==> config.mk <==
export PLATFORM = sky130hd
export DESIGN_NAME = wdt_ctrl
export DESIGN_NICKNAME = d
export VERILOG_FILES = /design/src/rtl/wdt_pkg.sv /design/src/rtl/wdt_sync2.sv /design/src/rtl/wdt_ctrl.sv
export SDC_FILE = /design/constraint.sdc
export NUM_CORES = 1
export LEC_CHECK = 0
export BUFFER_PORTS_ARGS = -buffer_cell sky130_fd_sc_hd__buf_2
export CORE_MARGIN = 1.5
export CORE_UTILIZATION = 30
export DETAILED_ROUTE_END_ITERATION = 8
export GPL_TIMING_DRIVEN = 0
export PLACE_DENSITY = 0.55
export SLEW_MARGIN = 20
export SYNTH_ARGS = -nofsm -noshare
export SYNTH_HDL_FRONTEND = slang
export SYNTH_HIERARCHICAL = 1
export SYNTH_SLANG_ARGS = --single-unit
==> constraint.sdc <==
create_clock -name clk -period 4.04 [get_ports clk]
set_input_delay 0.202 -clock clk [delete_from_list [all_inputs] [get_ports clk]]
set_output_delay 0.202 -clock clk [all_outputs]
set_load 0.02 [all_outputs]
==> src/rtl/wdt_pkg.sv <==
// Shared constants and types for the watchdog control block.
package wdt_pkg;

    localparam logic [11:0] WDT_ADDR_WDEN   = 12'h100;
    localparam logic [11:0] WDT_ADDR_WDLIVE = 12'h200;
    localparam logic [11:0] WDT_ADDR_WTOCNT = 12'h300;
    localparam logic [11:0] WDT_ADDR_STATUS = 12'h400;

    typedef enum logic {
        IDLE = 1'b0,
        RESP = 1'b1
    } wdt_ctrl_state_e;

endpackage

==> src/rtl/wdt_sync2.sv <==
// Two-flop synchronizer for a single asynchronous level.
module wdt_sync2 (
    input  logic clk,
    input  logic rst,
    input  logic d,
    output logic q
);

    logic meta;

    always_ff @(posedge clk or negedge rst) begin
        if (!rst) begin
            meta <= 1'b0;
            q    <= 1'b0;
        end else begin
            meta <= d;
            q    <= meta;
        end
    end

endmodule

==> src/rtl/wdt_ctrl.sv <==
// Watchdog control registers: enable, stretched kick pulse, timeout compare
// value and sticky timeout interrupt behind a one-outstanding request/response bus.
module wdt_ctrl
    import wdt_pkg::*;
#(
    parameter int unsigned LIVE_HOLD = 4
) (
    input  logic        clk,
    input  logic        rst,
    input  logic        req_valid,
    output logic        req_ready,
    input  logic        req_write,
    input  logic [31:0] req_addr,
    input  logic [31:0] req_wdata,
    input  logic [3:0]  req_wstrb,
    output logic        rsp_valid,
    input  logic        rsp_ready,
    output logic [31:0] rsp_rdata,
    output logic        rsp_err,
    output logic        WDEN,
    output logic        WDLIVE,
    output logic [31:0] WTOCNT,
    input  logic        WTO,
    output logic        wto_irq
);

    localparam logic [7:0] HOLD_INIT = 8'(LIVE_HOLD);

    wdt_ctrl_state_e state;
    logic [7:0]      hold;
    logic            sticky;
    logic            wto_s;
    logic            access;
    logic            kick, wden_wr, cnt_wr, w1c, err_nx;
    logic [31:0]     rdata_nx;
    logic            unused_addr_bits;

    assign unused_addr_bits = ^req_addr[31:12];

    wdt_sync2 u_sync (
        .clk (clk),
        .rst (rst),
        .d   (WTO),
        .q   (wto_s)
    );

    assign access    = (state == IDLE) && req_valid;
    assign req_ready = (state == IDLE);
    assign rsp_valid = (state == RESP);
    assign WDLIVE    = (hold != '0);
    assign wto_irq   = sticky;

    always_comb begin
        kick     = 1'b0;
        wden_wr  = 1'b0;
        cnt_wr   = 1'b0;
        w1c      = 1'b0;
        err_nx   = 1'b0;
        rdata_nx = '0;
        case (req_addr[11:0])
            WDT_ADDR_WDEN: begin
                if (req_write) wden_wr = req_wstrb[0];
                else           rdata_nx[0] = WDEN;
            end
            WDT_ADDR_WDLIVE: begin
                if (req_write) kick = req_wstrb[0] & req_wdata[0] & WDEN;
                else           rdata_nx[0] = WDLIVE;
            end
            WDT_ADDR_WTOCNT: begin
                if (req_write) begin
                    // compare value is frozen while the watchdog runs
                    if (WDEN) err_nx = 1'b1;
                    else      cnt_wr = 1'b1;
                end else begin
                    rdata_nx = WTOCNT;
                end
            end
            WDT_ADDR_STATUS: begin
                if (req_write) w1c = req_wstrb[0] & req_wdata[0];
                else           rdata_nx[0] = sticky;
            end
            default: err_nx = 1'b1;
        endcase
    end

    always_ff @(posedge clk or negedge rst) begin
        if (!rst) begin
            state     <= IDLE;
            rsp_rdata <= '0;
            rsp_err   <= 1'b0;
            WDEN      <= 1'b0;
            WTOCNT    <= '0;
            hold      <= '0;
            sticky    <= 1'b0;
        end else begin
            // a synchronized timeout in the same cycle as W1C keeps the bit set
            sticky <= wto_s | (sticky & ~(access & w1c));

            if (access && wden_wr) WDEN <= req_wdata[0];

            if (access && wden_wr && !req_wdata[0]) hold <= '0;
            else if (access && kick)                hold <= HOLD_INIT;
            else if (hold != '0)                    hold <= hold - 8'd1;

            if (access && cnt_wr) begin
                for (int unsigned i = 0; i < 4; i++) begin
                    if (req_wstrb[i]) WTOCNT[8*i +: 8] <= req_wdata[8*i +: 8];
                end
            end

            case (state)
                IDLE: begin
                    if (req_valid) begin
                        state     <= RESP;
                        rsp_rdata <= rdata_nx;
                        rsp_err   <= err_nx;
                    end
                end
                RESP: begin
                    if (rsp_ready) state <= IDLE;
                end
                default: state <= IDLE;
            endcase
        end
    end

endmodule

After elaboration in Yosys (flattened, before gate mapping)
Index checks and enable logic that the tools add are counted.
{ "totals": {"input_bits": 74, "reg_bits": 78, "out_inout_bits": 70} }
{ "classes": {"addsub": 1, "n_eq_ne": 4, "bitwise_logic": 7, "muxes": 24, "n_reduce_logical": 14} }
{ "op_table": {"columns": ["cell", "n"], "rows": [
  ["2-to-1 mux 32 bit", 1],
  ["2-to-1 mux 31 bit", 1],
  ["== test 12 x 10 -> 1 bit, second input constant", 2],
  ["2-to-1 mux 8 bit", 3],
  ["2-to-1 mux 1 bit", 16],
  ["== test 12 x 11 -> 1 bit, second input constant", 1],
  ["== test 12 x 9 -> 1 bit, second input constant", 1],
  ["AND reduction 2 bit", 5],
  ["nonzero test 8 bit", 1],
  ["subtractor 8 x 1 -> 8 bit, second input constant", 1],
  ["logical AND 1 bit", 5],
  ["bitwise AND 1 bit", 4],
  ["one-hot mux 1 bit (2 select lines)", 2],
  ["one-hot mux 1 bit (4 select lines)", 1],
  ["nonzero test 3 bit", 1],
  ["OR reduction 3 bit", 1],
  ["NOT 1 bit", 2],
  ["zero test 1 bit", 1],
  ["OR 1 bit", 1]
]} }

Logic depth before layout (Yosys ltp)
Gate-level depths: netlist (run 1).
{ "depth": {"ltp_word": 7, "ltp_mapped": 8, "depth_no_buf": 6} }

By module
Netlist (run 1), hierarchy kept.
{ "by_module_without_submodules": {"columns": ["mod", "seq_area_each_um2", "area_each_um2", "cells_per_inst", "n_inst"], "rows": [
  ["wdt_ctrl", 1901.8, 3191.8, 233, 1],
  ["wdt_sync2", 50.0, 50.0, 2, 1]
]} }

Worst setup path before layout (run 1)
No wires, ideal clock.
{ "synth_timing": {"path_kind": "reg-to-reg", "from": "register hold[0]", "to": "register hold[5]", "t_arrival_ns": 1.592, "path_slack_ns": 2.309, "stages_incl_launch_ff": 7, "t_required_ns": 3.901, "path_buffers": 0, "synth_period_minus_slack_ns": 1.731, "path_cell_list": "dfrtp_1 > inv_1 > ha_1 > nor4b_2 > nand2_1 > or4b_1 > a21oi_1"} }
{ "synth_via": {"word_cells_on_any_way": 6, "cone_classes": "1 x add/sub; 3 x mux; 2 x reduce/logical"} }
{ "synth_rtl": {"columns": ["item", "line_no", "text"], "rows": [
  ["start: declaration", "wdt_ctrl.sv:30", "logic [7:0] hold;"],
  ["start signal: assignment", "wdt_ctrl.sv:103", "else if (hold != '0) hold <= hold - 8'd1;"],
  ["nonzero test 8 bit", null, null],
  ["named net WDLIVE", "wdt_ctrl.sv:21", "output logic WDLIVE,"],
  ["nonzero test 3 bit (no line)", null, null]
]} }
The timed path passes the listed nets, and every way through them passes these cells. The select of a mux whose other input is x is not followed.
A chain may end at the register's enable or synchronous reset.

Worst setup path after layout (run 1)
{ "layout_timing": {"from": "register hold[0]", "to": "output port WDLIVE"} }
{ "layout_via": {"elab_chain_len": 1} }
{ "layout_rtl": {"columns": ["item", "line_no", "text"], "rows": [
  ["nonzero test 8 bit", "wdt_ctrl.sv:50", "assign WDLIVE = (hold != '0);"],
  ["end: declaration", "wdt_ctrl.sv:21", null]
]} }
No other way between the ends.

==> results.md, run 1 <==
- First-pass GRT wire length: 13100 um
- Slowest cell delay on critical path: 500 ps
- Primary FF master, synth: dfrtp_1
- GRT overflow: 0
- Placed Cells: 494
- CTS tree: yes
- Area after DPL: 0.00405 mm^2
- Max FO, Critical Path: 6
- Slew headroom: 0.623
- CP Cell Sequence: inv_1 > ha_1 > nor4b_2 > nand2_1 > buf_2
- Final Hold Fails: 0
- CTS-repair resized insts: 0
- Final setup violation count: 0
- Status: complete, no violations
- Avg WL per Cell: 15.6 um
- Slew @ Worst Pin: 565 ps
- Chip width: 107 um
- I/O pin cnt: 144
- DRC: 0
- Layout cell share with drive strength beyond 1: 0.407
- Max-cap violations: 0
- Share of the synthesized area in the top cell type: 0.602
- Fin cells: 512
- TritonRoute pass-1 iters: 4
- Cell Area, Synth: 0.00324 mm^2
- Dominant cell type by area after synthesis: dfrtp_1
- Initial DRC count: 87
- DPL Wire Length: 5910 um
- Worst Hold Class: in2reg
- GRT Overall Usage: 0.150
- Core Region: 0.0104 mm^2
- Worst vdd ir: 0.154 mV
- CTS Buf Count: 9
- Yosys Warn Count: 6
- Net count after synthesis: 310
- CTS max path bufs: 2
- Sink Count: 78
- Starting Density: 0.311
- Largest net degree at the start of global routing: 47
- Final core occ: 0.410
- RSZ-0062 raised after global routing: false
- P per Cell Area: 358 mW/mm^2
- Final Skew: 8.57 ps
- Total Nets Final: 446
- Tcrit/Tclk final: 0.569
- Antenna diodes: 0
- Fin Setup TNS: 0 ps
- Initial antenna violation count: 0
- Row count: 37
- Post-synth EDFFs: 0
- CTS root buf: clkbuf_8
- Syn_area_per_cell: 13.8 um^2
- Critical Path AT: 2090 ps
- Syn-to-layout area delta: 31.8%
- Number of global-route vias before repair: 2580
- Final instance area: 0.00427 mm^2
- FMAX: 0.435 GHz
- Commonest non-fill, non-tap cell in the layout: buf_2
- Worst Path Buf+Inv: 2
- Die Y: 107 um
- Leakage: 2.33 nW
- Hold slack: 35.2 ps
- Reg clk slew, reported paths: 80 ps
- Mean number of vias per cell: 4.86
- Register bit total from synthesis: 78
- Gate Count Post-Synth: 235
- Ys async rst share: 1.00
- Delay-heaviest family, CP: simple AND/OR/NAND/NOR gates
- Startpoint class of the critical path: flip-flop
- Tmin final: 2300 ps
- Die area: 0.0114 mm^2
- I/O Buffers: 122
- Worst skew pair latency: 350 ps
- Most frequent cells in the layout: 123 x buf_2, 78 x dfrtp_1, 33 x mux2_1
- Sequential-to-total area share from yosys stat: 0.602
- DRT Wirelength: 8010 um
- Netlist cell types: 42
- DR vias: 2490
- Largest cells by area after synthesis: dfrtp_1 60%, mux2_1 11%, a22o_1 8.6%
- Fill cell count: 1027
- Crit. End Element: output port
- H-tree depth: 3
- Crit path max-delay cell type: nor4b_2
- GP Congestion: 0.793
- Worst Setup Path Type: reg2out
- Slew Limit Fails: 0
- Crit path required time: 3840 ps
- Remaining antenna violation count: 0
[Yosys cell counts, types with 2 or more instances]
library cell,instances
buf_4,2
nor3_1,5
a31oi_1,3
buf_6,3
o21ai_0,4
mux2_1,33
nand4_4,4
buf_2,2
or3_1,2
nor4_1,2
nor2b_1,5
a211oi_1,2
nand2b_1,3
o31ai_1,2
nand4_1,2
a22o_1,32
nor2_1,8
and3b_1,2
and3_1,3
clkbuf_1,4
dfrtp_1,78
inv_1,4
nand2_1,8
a21oi_1,4
[worst reg2reg max path, delay by kind of cell (launching register included)]
| kind | cells | cell delay (ps) |
|---|---|---|
| AOI/OAI and AO/OA | 1 | 50 |
| and+or+nand+nor | 3 | 1040 |
| adders and majority gates | 1 | 210 |
| buffers and inverters | 1 | 70 |
| DFF | 1 | 420 |
[state kept, by name (all words and copies together) (netlist names)]
signal and count:
rsp_rdata 32, rsp_valid 1, WTOCNT 32, hold 8, wto_irq 1, u_sync/meta 1
rsp_err 1, u_sync/q 1, WDEN 1
[cells by family (layout without fill, tap and decap cells)]
logic type | Yosys count | count (layout) | share of synthesized area
AOI/OAI and AO/OA | 52 | 52 | 0.127
xor gates and xnor gates | 1 | 1 | 0.00270
adders and majority gates | 1 | 1 | 0.00386
buffers and inverters | 17 | 158 | 0.0297
DFF | 78 | 78 | 0.602
muxes | 34 | 34 | 0.118
and+or+nand+nor | 52 | 52 | 0.117
[area by class of cell]
type | count | area [um^2] | share of cell area
multi-input cells | 140 | 1190 | 0.279
repair buffers | 125 | 661 | 0.155
inverters | 5 | 18.8 | 0.00439
flip-flops and latches | 78 | 1950 | 0.457
plain buffers | 12 | 77.6 | 0.0182
clock inverters | 4 | 55.1 | 0.0129
well taps | 136 | 170 | 0.0398
clock buffers | 12 | 145 | 0.0340
[report_power, final]
part / total (mW) / internal, mW / switching, mW
clock network: 0.600 / 0.307 / 0.293
registers: 0.817 / 0.796 / 0.0207
logic: 0.113 / 0.0462 / 0.0672
total: 1.53 / 1.15 / 0.381
[path summary, 6_finish.rpt]
check / slack, ps / from / depth (start not counted) / to
max: 1740 / hold[0]$_DFFE_PN0P_ / 5 / WDLIVE
min in group asynchronous: 330 / rst / 2 / rsp_rdata[7]$_DFFE_PN0P_
min reg2reg: 360 / u_sync/meta$_DFF_PN0_ / 0 / u_sync/q$_DFF_PN0_
max in group asynchronous: 3120 / rst / 3 / rsp_rdata[21]$_DFFE_PN0P_
min: 40 / rsp_ready / 2 / rsp_valid$_DFF_PN0_
max reg2reg: 2120 / hold[0]$_DFFE_PN0P_ / 6 / hold[5]$_DFFE_PN0P_
[what timing repair did]
action / CTS / global route
endpoints found under the hold margin: 33 / 0
buffers inserted: 0 / 0
hold buffers: 2 / 0
[per-stage QoR]
stage / total power, mW / worst slack [ps]
after floorplan: 0.877 / 2310
after global placement: 0.939 / 2130
after detailed placement: 0.947 / 2140
after CTS: 1.56 / 1750
after global routing: 1.60 / 1630
final: 1.53 / 1740
[metal layers]
layer | vias to the layer above | wire length, um | track usage | part of all wire
met5 | - | 0 | 0 | 0
met4 | 0 | 104 | 0.0486 | 0.013
li1 | 1144 | - | - | -
met3 | 10 | 639 | 0.0565 | 0.080
met2 | 91 | 3720 | 0.238 | 0.47
met1 | 1245 | 3540 | 0.188 | 0.44
No activity file was read; power rests on OpenSTA's default activity.
==> run 2, diff against run 1 <==
Settings changed: PLACE_DENSITY 0.55 to 0.57.
Clock period 4.04 ns to 2 ns, I/O delays scaled along.
==> results.md, run 2 (synthesis gave the netlist of run 1 again) <==
- Status: complete, no violations
- P_int: 2.58 mW (+120%)
- Crit. End Element: flip-flop
- Max-cap violations: 0 (unchanged)
- P per Cell Area: 722 mW/mm^2 (+100%)
- Logic pwr share: 0.082 (+0.008)
- TritonRoute pass-1 iters: 4 (unchanged)
- Fin cells: 545 (+6.4%)
- Switch Pwr: 778 uW (+100%)
- Fin Setup TNS: 0 ps (unchanged)
- Final instance area: 0.00464 mm^2 (+8.7%)
- Commonest non-fill, non-tap cell in the layout: buf_2
- Die Y: 107 um (unchanged)
- Layout cell share with drive strength beyond 1: 0.379 (-0.0279)
- Top flop regs: WTOCNT x32, rsp_rdata x32, hold x8
- DRC: 0 (unchanged)
- Avg WL per Cell: 15.4 um (-1.2%)
- Mean number of vias per cell: 4.80 (-1.3%)
- Slew headroom: 0.647 (+0.0244)
- Largest net degree at the start of global routing: 41 (-13%)
- Syn-to-layout area delta: 43.3%
- Power, Total: 3.36 mW (+120%)
- Reg power frac: 0.495 (-0.039)
- I/O Buffers: 122 (unchanged)
- CTS root buf: clkbuf_8
- Number of global-route vias before repair: 2686 (+4.1%)
- DRT Wirelength: 8420 um (+5.1%)
- Tcrit/Tclk final: 0.905
- GP Congestion: 0.799 (+0.77%)
- Worst vdd ir: 0.363 mV (+140%)
- FMAX: 0.553 GHz
- GRT Overall Usage: 0.154 (+0.00460)
- DR vias: 2615 (+5.0%)
- Sink Count: 78 (unchanged)
- CTS max path bufs: 2 (unchanged)
- Fill cell count: 984 (-4.2%)
- Hold slack: 61.7 ps (+26.5 ps)
- Core Region: 0.0104 mm^2 (unchanged)
- Final core occ: 0.446 (+0.0357)
- Leakage: 2.48 nW (+6.6%)
- Worst skew pair latency: 340 ps (about the same)
- Initial antenna violation count: 0 (unchanged)
- First-pass GRT wire length: 13600 um (+3.7%)
- H-tree depth: 3 (unchanged)
- Reg clk slew, reported paths: 90 ps (about the same)
- Starting Density: 0.311 (unchanged)
- Die area: 0.0114 mm^2 (unchanged)
- Final worst slack: 191 ps (-1550 ps)
- RSZ-0062 raised after global routing: false
- Slew @ Worst Pin: 530 ps (-35.2 ps)
- Final Skew: 9.89 ps (+1.32 ps)
- Place WS: 19.1 ps (-2120 ps)
- Crit path required time: 2230 ps (-1610 ps)
- Worst Hold Class: in2reg
- Remaining antenna violation count: 0 (unchanged)
- Clock share of power: 0.423 (+0.031)
- Initial DRC count: 55 (-37%)
- Chip width: 107 um (unchanged)
- Tmin final: 1810 ps
- Max FO, Critical Path: 8 (+2)
- Area after DPL: 0.00405 mm^2 (-0.19%)
- Most frequent cells in the layout: 123 x buf_2, 78 x dfrtp_1, 34 x dlygate4sd3_1
- Row count: 37 (unchanged)
- Final setup violation count: 0 (unchanged)
- Placed Cells: 494 (unchanged)
- GRT overflow: 0 (unchanged)
- Startpoint class of the critical path: flip-flop
- I/O pin cnt: 144 (unchanged)
- Final Hold Fails: 0 (unchanged)
- Antenna diodes: 0 (unchanged)
- Slew Limit Fails: 0 (unchanged)
- Critical Path AT: 2040 ps (-50 ps)
- CTS tree: yes
- DPL Wire Length: 6030 um (+2.0%)
- Worst Setup Path Type: reg2reg
- Total Nets Final: 479 (+7.4%)
- Sw frac: 0.232 (-0.0172)
- CTS Buf Count: 9 (unchanged)
[run 2: final timing paths]
path                                             from                        end  slack (ps)  cells after the start
worst max-delay path              rsp_valid$_DFF_PN0_      WTOCNT[4]$_DFFE_PN0P_         190                      5
worst min register to register  u_sync/meta$_DFF_PN0_         u_sync/q$_DFF_PN0_         350                      0
worst min-delay path                     req_wdata[0]      WTOCNT[0]$_DFFE_PN0P_          60                      2
worst max register to register    rsp_valid$_DFF_PN0_      WTOCNT[4]$_DFFE_PN0P_         190                      5
max in group asynchronous                         rst  rsp_rdata[28]$_DFFE_PN0P_        1120                      3
min in group asynchronous                         rst   rsp_rdata[7]$_DFFE_PN0P_         280                      2
[run 2: per-layer routing]
metal / vias to the layer above / global-route usage / routed length (um)
met1: 1309 / 0.199 / 3700
met5: - / 0 / 0
li1: 1215 / - / -
met3: 7 / 0.0426 / 496
met4: 0 / 0.0429 / 76
met2: 84 / 0.254 / 4140
[run 2: critical path: stages (launching register included)]
cell and delay (ps):
dfrtp_1 410, nor2b_1 280, and3_1 210, buf_4 180, nand4_4 230, mux2_1 390
[run 2: timing repair]
action | 4_1_cts | 5_1_grt
setup endpoints to repair | 1 | 1
endpoints found under the hold margin | 72 | 0
hold buffers | 34 | 0
gates cloned | 0 | 0
setup buffers | 1 | 0
resized for setup | 1 | 1
[run 2: area by class of cell]
class	count	area, um^2	share of cell area
plain buffers	12	77.6	0.0167
clock inverters	5	106	0.0229
flip-flops and latches	78	1950	0.420
multi-input cells	140	1210	0.260
clock buffers	11	131	0.0283
repair buffers	158	981	0.211
well taps	136	170	0.0366
inverters	5	18.8	0.00404
[run 2: power by group through the flow]
stage,logic [mW],clock network [mW],registers [mW]
2_1_floorplan,0.0951,0,1.68
3_3_place_gp,0.216,0,1.68
3_5_place_dp,0.228,0,1.68
4_1_cts,0.280,1.47,1.66
5_1_grt,0.307,1.54,1.67
6_report,0.274,1.42,1.66
==> run 3, diff against run 2 <==
Settings changed: ABC_CLOCK_PERIOD_IN_PS set to 2000, BUFFER_PORTS_ARGS -buffer_cell sky130_fd_sc_hd__buf_2 to unset, DONT_BUFFER_PORTS set to 1, PLACE_DENSITY 0.57 to 0.45.
==> results.md, run 3 (synthesis gave the netlist of run 1 again) <==
- GRT overflow: 0 (unchanged)
- Max FO, Critical Path: 10 (+2)
- GRT Overall Usage: 0.147 (-0.00762)
- Area after DPL: 0.00341 mm^2 (-16%)
- CTS Buf Count: 9 (unchanged)
- Remaining antenna violation count: 0 (unchanged)
- H-tree depth: 3 (unchanged)
- Sink Count: 78 (unchanged)
- RSZ-0062 raised after global routing: false
- Worst Hold Class: in2reg
- Syn-to-layout area delta: 23.5%
- CTS root buf: clkbuf_8
- GP Congestion: 0.721 (-9.8%)
- Fin Setup TNS: 0 ps (unchanged)
- Worst skew pair latency: 350 ps (about the same)
- Most frequent cells in the layout: 78 x dfrtp_1, 36 x dlygate4sd3_1, 33 x mux2_1
- Avg WL per Cell: 18.3 um (+19%)
- I/O pin cnt: 144 (unchanged)
- Die area: 0.0114 mm^2 (unchanged)
- DRC: 0 (unchanged)
- Placed Cells: 371 (-25%)
- Worst vdd ir: 0.360 mV (-1.1%)
- CTS tree: yes
- Slew @ Worst Pin: 654 ps (+124 ps)
- Worst Setup Path Type: reg2reg
- Startpoint class of the critical path: flip-flop
- Fin cells: 424 (-22%)
- Slew Limit Fails: 0 (unchanged)
- Max-cap violations: 0 (unchanged)
- Reg clk slew, reported paths: 80 ps (about the same)
- DRT Wirelength: 7770 um (-7.7%)
- Top flop regs: WTOCNT x32, rsp_rdata x32, hold x8
- Tcrit/Tclk final: 0.932 (+0.0270)
- Number of global-route vias before repair: 2337 (-13%)
- Total Nets Final: 358 (-25%)
- Largest net degree at the start of global routing: 79 (+93%)
- Critical Path AT: 2150 ps (+110 ps)
- Initial antenna violation count: 0 (unchanged)
- Mean number of vias per cell: 5.00 (+4.3%)
- Tmin final: 1860 ps (+54.1 ps)
- Crit path required time: 2290 ps (+60 ps)
- Die Y: 107 um (unchanged)
- Leakage: 1.89 nW (-24%)
- Crit. End Element: flip-flop
- CTS max path bufs: 2 (unchanged)
- Slew headroom: 0.561 (-0.0863)
- Final Skew: 9.37 ps (-0.518 ps)
- Final setup violation count: 0 (unchanged)
- P per Cell Area: 751 mW/mm^2 (+3.9%)
- Commonest non-fill, non-tap cell in the layout: dfrtp_1
- Final instance area: 0.00401 mm^2 (-14%)
- I/O Buffers: 0 (-100%)
- Initial DRC count: 63 (+15%)
- Starting Density: 0.311 (unchanged)
- DR vias: 2122 (-19%)
- TritonRoute pass-1 iters: 6 (+2)
- Chip width: 107 um (unchanged)
- Final Hold Fails: 0 (unchanged)
- DPL Wire Length: 5510 um (-8.7%)
- Status: complete, no violations
- Row count: 37 (unchanged)
- Final core occ: 0.385 (-0.0614)
- Layout cell share with drive strength beyond 1: 0.118 (-0.261)
- Core Region: 0.0104 mm^2 (unchanged)
- Antenna diodes: 0 (unchanged)
- FMAX: 0.537 GHz (-2.9%)
- First-pass GRT wire length: 12700 um (-6.4%)
## run 3: layout make-up
class                   instances  area [um^2]
fillers                      1015         6410
flip-flops and latches         78         1950
multi-input cells             140         1200
repair buffers                 37          388
well taps                     136          170
clock buffers                  12          165
plain buffers                  12         77.6
clock inverters                 4         28.8
inverters                       5         18.8
## run 3: worst paths after layout
kind	slack [ps]	from	end	cells past startpoint
max	140	rsp_valid$_DFF_PN0_	rsp_rdata[11]$_DFFE_PN0P_	7
min in group asynchronous	280	rst	rsp_rdata[7]$_DFFE_PN0P_	2
min reg2reg	350	u_sync/meta$_DFF_PN0_	u_sync/q$_DFF_PN0_	0
max in group asynchronous	1350	rst	hold[6]$_DFFE_PN0P_	2
max reg2reg	140	rsp_valid$_DFF_PN0_	rsp_rdata[11]$_DFFE_PN0P_	7
min	40	req_wdata[0]	wto_irq$_DFF_PN0_	4
## run 3: what timing repair did
| item | 4_1_cts | 5_1_grt |
|---|---|---|
| hold endpoints to repair | 116 | 0 |
| hold buffers | 37 | 0 |
| resized for setup | 1 | 1 |
| endpoints found under the setup margin | 4 | 4 |
| buffers inserted | 0 | 0 |
## run 3: through the flow
step	hold slack (ps)	power, mW	worst slack [ps]
after floorplan	-196	1.77	269
after global placement	-192	1.80	-115
after detailed placement	-192	1.81	-106
after CTS	17.6	3.07	49.7
after global routing	40.3	3.16	2.60
final	38.7	3.01	137
## run 3: power by group
| part | internal [mW] | leakage, nW | switching [mW] |
|---|---|---|---|
| sequential | 1.61 | 1.05 | 0.0534 |
| clock | 0.555 | 0.0950 | 0.578 |
| combinational | 0.0980 | 0.739 | 0.114 |
| total | 2.26 | 1.89 | 0.746 |
## run 3: layer usage
metal	share of wire	routed length, um	vias up	GRT usage
li1	-	-	974	-
met3	0.069	537	9	0.0571
met1	0.43	3330	1074	0.180
met4	0.013	101	0	0.0514
met5	0	0	-	0
met2	0.49	3800	65	0.235
## run 3: worst max-delay path, cell delays in order, from the launching register on
cell	delay (ps)
dfrtp_1	480
nor2b_1	290
and3_1	210
buf_4	170
and3b_1	180
buf_2	170
buf_6	170
a22o_1	140
